$ cat src/rtl/spike_pkg.sv
// spike_pkg -- shared definitions for the spike time decoder.
//   state_t        : decoder FSM states (IDLE / EMIT / NULL)
//   slot_to_time   : converts a spike-vector slot index i to time t = len-1-i
//   time_to_slot   : inverse conversion, time t to slot index i = len-1-t
package spike_pkg;

  typedef enum logic [1:0] {
    IDLE = 2'd0,
    EMIT = 2'd1,
    NULL = 2'd2
  } state_t;

  function automatic int slot_to_time(input int len, input int slot);
    return len - 1 - slot;
  endfunction

  function automatic int time_to_slot(input int len, input int t);
    return len - 1 - t;
  endfunction

endpackage

$ cat src/rtl/spike_prio_find.sv
// spike_prio_find -- combinational search over a pending spike vector.
// Slot index i holds the spike at time t = LEN-1-i, so the earliest spike is
// the set bit with the highest slot index.
// Ports:
//   pending    [0:LEN-1]  spikes still waiting to be emitted
//   first_time [TW-1:0]   smallest time t whose pending bit is set (0 if none)
//   clear_mask [0:LEN-1]  one-hot mask selecting that bit (all-zero if none)
//   single     1          exactly one pending bit is set
module spike_prio_find
  import spike_pkg::*;
#(
  parameter int LEN = 8,
  localparam int TW = $clog2(LEN)
) (
  input  logic [0:LEN-1] pending,
  output logic [TW-1:0]  first_time,
  output logic [0:LEN-1] clear_mask,
  output logic           single
);

  // Scan upward in slot index; the last hit is the highest slot, i.e. the
  // smallest time.
  always_comb begin
    first_time = '0;
    clear_mask = '0;
    for (int i = 0; i < LEN; i++) begin
      if (pending[i]) begin
        first_time    = TW'(slot_to_time(LEN, i));
        clear_mask    = '0;
        clear_mask[i] = 1'b1;
      end
    end
  end

  // Only one bit left when removing the selected bit leaves nothing.
  assign single = (pending != '0) && ((pending & ~clear_mask) == '0);

endmodule

$ cat src/rtl/spike_time_decoder.sv
// spike_time_decoder -- converts a union-of-spikes vector into a stream of
// binary timestamps, earliest spike first, one beat per accepted cycle.
// Optional feature macro: SPIKE_DEC_COUNT_EN adds out_count, the number of
// spikes in the latched vector, held on every beat of that vector.
// Ports:
//   clock, reset   rising-edge clock, synchronous active-high reset
//   in_vec         [0:LEN-1] spike vector, slot i means time LEN-1-i
//   in_valid       in_vec is presented
//   in_ready       decoder is idle and takes in_vec this cycle
//   out_time       [TW-1:0] timestamp of the current beat
//   out_valid      beat is valid
//   out_ready      consumer takes the beat this cycle
//   out_last       final beat of the current vector
//   out_empty      beat stands for an all-zero vector (no spike)
//   out_count      [CW-1:0] spike count of the vector (only with the macro)
//   dbg_state      [1:0] current FSM state (spike_pkg::state_t encoding)
// Handshake: a transfer happens on a rising edge where valid && ready are both
// high; a producer holding valid keeps its payload stable until that edge, and
// the decoder keeps every output stable while out_valid && !out_ready.
module spike_time_decoder
  import spike_pkg::*;
#(
  parameter int LEN = 8,
  localparam int TW = $clog2(LEN),
  localparam int CW = $clog2(LEN + 1)
) (
  input  logic           clock,
  input  logic           reset,
  input  logic [0:LEN-1] in_vec,
  input  logic           in_valid,
  output logic           in_ready,
  output logic [TW-1:0]  out_time,
  output logic           out_valid,
  input  logic           out_ready,
  output logic           out_last,
  output logic           out_empty,
`ifdef SPIKE_DEC_COUNT_EN
  output logic [CW-1:0]  out_count,
`endif
  output logic [1:0]     dbg_state
);

  state_t         state;
  logic [0:LEN-1] pending;
  logic [TW-1:0]  first_time;
  logic [0:LEN-1] clear_mask;
  logic           single;

  spike_prio_find #(.LEN(LEN)) u_find (
    .pending    (pending),
    .first_time (first_time),
    .clear_mask (clear_mask),
    .single     (single)
  );

  // Outputs are pure functions of the registered state and pending vector,
  // so they cannot move while the consumer stalls.
  assign in_ready  = (state == IDLE);
  assign out_valid = (state != IDLE);
  assign out_time  = (state == EMIT) ? first_time : '0;
  assign out_last  = (state == EMIT) ? single : (state == NULL);
  assign out_empty = (state == NULL);
  assign dbg_state = state;

  always_ff @(posedge clock) begin
    if (reset) begin
      state   <= IDLE;
      pending <= '0;
    end else begin
      case (state)
        IDLE: begin
          if (in_valid) begin
            pending <= in_vec;
            state   <= (in_vec != '0) ? EMIT : NULL;
          end
        end
        EMIT: begin
          if (out_ready) begin
            pending <= pending & ~clear_mask;
            if (single) state <= IDLE;
          end
        end
        NULL: begin
          if (out_ready) state <= IDLE;
        end
        default: state <= IDLE;
      endcase
    end
  end

`ifdef SPIKE_DEC_COUNT_EN
  logic [CW-1:0] in_pop;
  logic [CW-1:0] count_q;

  always_comb begin
    in_pop = '0;
    for (int i = 0; i < LEN; i++) in_pop = in_pop + CW'(in_vec[i]);
  end

  always_ff @(posedge clock) begin
    if (reset) begin
      count_q <= '0;
    end else if (state == IDLE && in_valid) begin
      count_q <= in_pop;
    end
  end

  assign out_count = count_q;
`endif

endmodule

$ cat config.mk
export PLATFORM = sky130hd
export DESIGN_NAME = spike_time_decoder
export DESIGN_NICKNAME = d
export VERILOG_FILES = /design/src/rtl/spike_pkg.sv /design/src/rtl/spike_prio_find.sv /design/src/rtl/spike_time_decoder.sv
export SDC_FILE = /design/constraint.sdc
export NUM_CORES = 1
export LEC_CHECK = 0
export CAP_MARGIN = 15
export CORE_MARGIN = 5
export CORE_UTILIZATION = 35
export DETAILED_ROUTE_END_ITERATION = 10
export HOLD_SLACK_MARGIN = 0.08
export PLACE_DENSITY = 0.74
export SYNTH_ARGS = -nofsm -noshare
export SYNTH_HDL_FRONTEND = slang
export SYNTH_SLANG_ARGS = --single-unit
export TNS_END_PERCENT = 1
$ cat constraint.sdc
create_clock -name clock -period 2.1 [get_ports clock]
set_clock_uncertainty 0.05 [all_clocks]
set_input_delay 0.21 -clock clock [delete_from_list [all_inputs] [get_ports clock]]
set_output_delay 0.21 -clock clock [all_outputs]
set_load 0.02 [all_outputs]
==> impl_metrics.tcl <==
set metrics [dict create \
    synth-simple-area-share 0.2543 \
    synthFlopType "dfxtp_1" \
    ys_seq_elements 10 \
    cts_root_buf "clkbuf_4" \
    final_common_cell "clkdlybuf4s50_1" \
    die_w_um 53.24 \
    critPathMaxFanout 6 \
    p_leak_nw 0.3840 \
    place_area_um2 953.4 \
    grt_max_degree 11 \
    critPathArrivalTime_ps 1690 \
    rows 15 \
    synthesis.area_um2 654.4 \
    drc 0 \
    first_pass_iters 4 \
    required_ps 1840 \
    clk_latency_ps 270 \
    postSynthAreaPerCell_um2 7.271 \
    cp-end-kind "output port" \
    dieArea_mm2 0.002835 \
    post_drt_via_cell_ratio 5.490 \
    gp_congestion 0.8918 \
    crit_type "flip-flop to output port" \
    min-delay-start "in_vec[2]" \
    n_fill_cell 181 \
    portBuffers 20 \
    r2r_end "pending[5]$_SDFFE_PP0P_" \
    design_area_um2 977.2 \
    wl_per_cell_um 13.52 \
    antenna_cells 0 \
    whs_path_depth 3 \
    synth.top_cell.area_share 0.3059 \
    synthCells 90 \
    r2r_slack_ps 650 \
    reg2regPathDepth 5 \
    antenna_found_initial 0 \
    cts_buffers 3 \
    drive_above_1_share 0.1750 \
    grt_pass1_vias 794 \
    grt_pass1_wl_um 3332 \
    fin_crit_ps 1947 \
    synth_compound_area_frac 0.3289 \
    groute.usage.overall 0.1632 \
    synthArstFlopShare 0 \
    nets 134 \
    synth_enable_flop_cells 0 \
    power.density_mw_per_mm2 584.4 \
    grt_overflow 0 \
    min_to "pending[2]$_SDFFE_PP0P_" \
    synth_top_area_cell "dfxtp_1" \
    clk_pin_slew_ps 70 \
    syn-num-nets 102 \
    drt_iter0_drc 20 \
    start_util 0.3749 \
    io_pins 21 \
    cts_buffer_depth 2 \
    r2r-start "dbg_state[0]$_SDFFE_PP0P_" \
    synthMuxAreaShare 0.03250 \
    cts_hold_buf 0 \
    finalWirelength_um 1961 \
    synthAdderAreaFrac 0 \
    synth_cell_type_count 33 \
    status "complete, no violations" \
    core_mm2 0.001745 \
    area_growth_pct 49.33 \
    tns_ps 0 \
    min_path_type "primary input to flip-flop" \
    drv_slew 0 \
    period_share 0.9272 \
    start_kind "flip-flop" \
    ys_seq_area_frac 0.3059 \
    h-tree-depth 1 \
    post_cts_buffers 0 \
    crit_start "pending[3]$_SDFFE_PP0P_" \
    irDropWorstVdd_v 0.0003310 \
    hold_viol_final 0 \
    finalSetupViolCount 0 \
    worst_pin_slew_ps 526.9 \
    rsz0062_at_grt "no" \
    ant_nets 0 \
    cts.sinks 10 \
    vias 796 \
    maxCapViolations 0 \
    cts_tree "done" \
    slew_headroom 0.6455 \
    yosys.area_share.xor_xnor 0.01338 \
    fmax_mhz 513.6 \
    synth_top_family_by_area "compound AO/OA/AOI/OAI gates" \
    hpwl_um 1496 \
    synth.area.top_cells "dfxtp_1 (31%), a21oi_1 (8.4%), nor2_1 (7.5%), o21ai_0 (6.9%), nand2_1 (4.0%)" \
    ys_warn_count 0 \
    dieHeight_um 53.24 \
    final_cell_mix "clkdlybuf4s50_1 (16), nor2_1 (13), buf_4 (12)" \
]
## layer usage
layer | up-vias | global-route usage | share of wire
met2 | 25 | 0.2653 | 0.49
met4 | 0 | 0.08936 | 0.022
met1 | 381 | 0.1886 | 0.42
met3 | 5 | 0.04789 | 0.063
met5 | - | 0 | 0
li1 | 385 | - | -
## state kept, by name, summed over array words and instances, names as in the netlist
name,flops
dbg_state,2
pending,8
## area by class of cell
cell class              count  area [um^2]  area share
flip-flops and latches     10        200.2      0.2049
multi-input cells          70        419.2      0.4289
repair buffers             32        285.3      0.2919
well taps                  25        31.28     0.03201
inverters                   5        18.77     0.01921
clock buffers               3        22.52     0.02305
## cells by family (layout without fill, tap and decap cells)
logic type      Yosys count  in the layout
buf+inv                  10             40
flops                    10             10
compound gates           34             34
simple gates             33             33
xor+xnor                  1              1
mux                       2              2
## how the worst max path moves through the flow
stage,endpoint
finish,out_time[1]
global route,out_last
CTS,out_last
detailed placement,out_last
global placement,out_last
floorplan,out_time[1]
## worst max-delay path, stage by stage (launching register included)
cell	delay (ps)
dfxtp_1	370
nor2_1	150
o21ai_0	130
a2111oi_2	390
dlygate4sd2_1	380
## power by group
part           internal, W  switching, W  total [W]
logic             0.000108      0.000107   0.000214
clock network    0.0000664     0.0000703   0.000137
registers         0.000202     0.0000177   0.000220
## timing repair
action,4_1_cts,5_1_grt
hold endpoints to repair,0,0
endpoints found under the setup margin,3,3
resized for setup,4,4
## Yosys cell counts, drive strengths merged (2+ instances only)
library cell,n
nor2,13
clkbuf,2
buf,3
a21oi,12
o21ai,9
o21a,2
a2111oi,2
nand2,7
dfxtp,10
nor4,3
o21bai,2
inv,5
nor2b,2
nor3,3
## through the flow
step	hold WS [ps]	power (W)	utilization	setup slack, ps	instances
global route	490.7	0.0006051	0.5599	30.50	145
CTS	469.5	0.0005708	0.5577	15.84	145
finish	471.8	0.0005711	0.5599	152.8	145
detailed placement	500.5	0.0004394	0.5462	9.975	142
floorplan	296.0	0.0003399	-	155.1	90
global placement	497.2	0.0004359	0.5462	32.68	142
(Power assumes the default switching activity.)
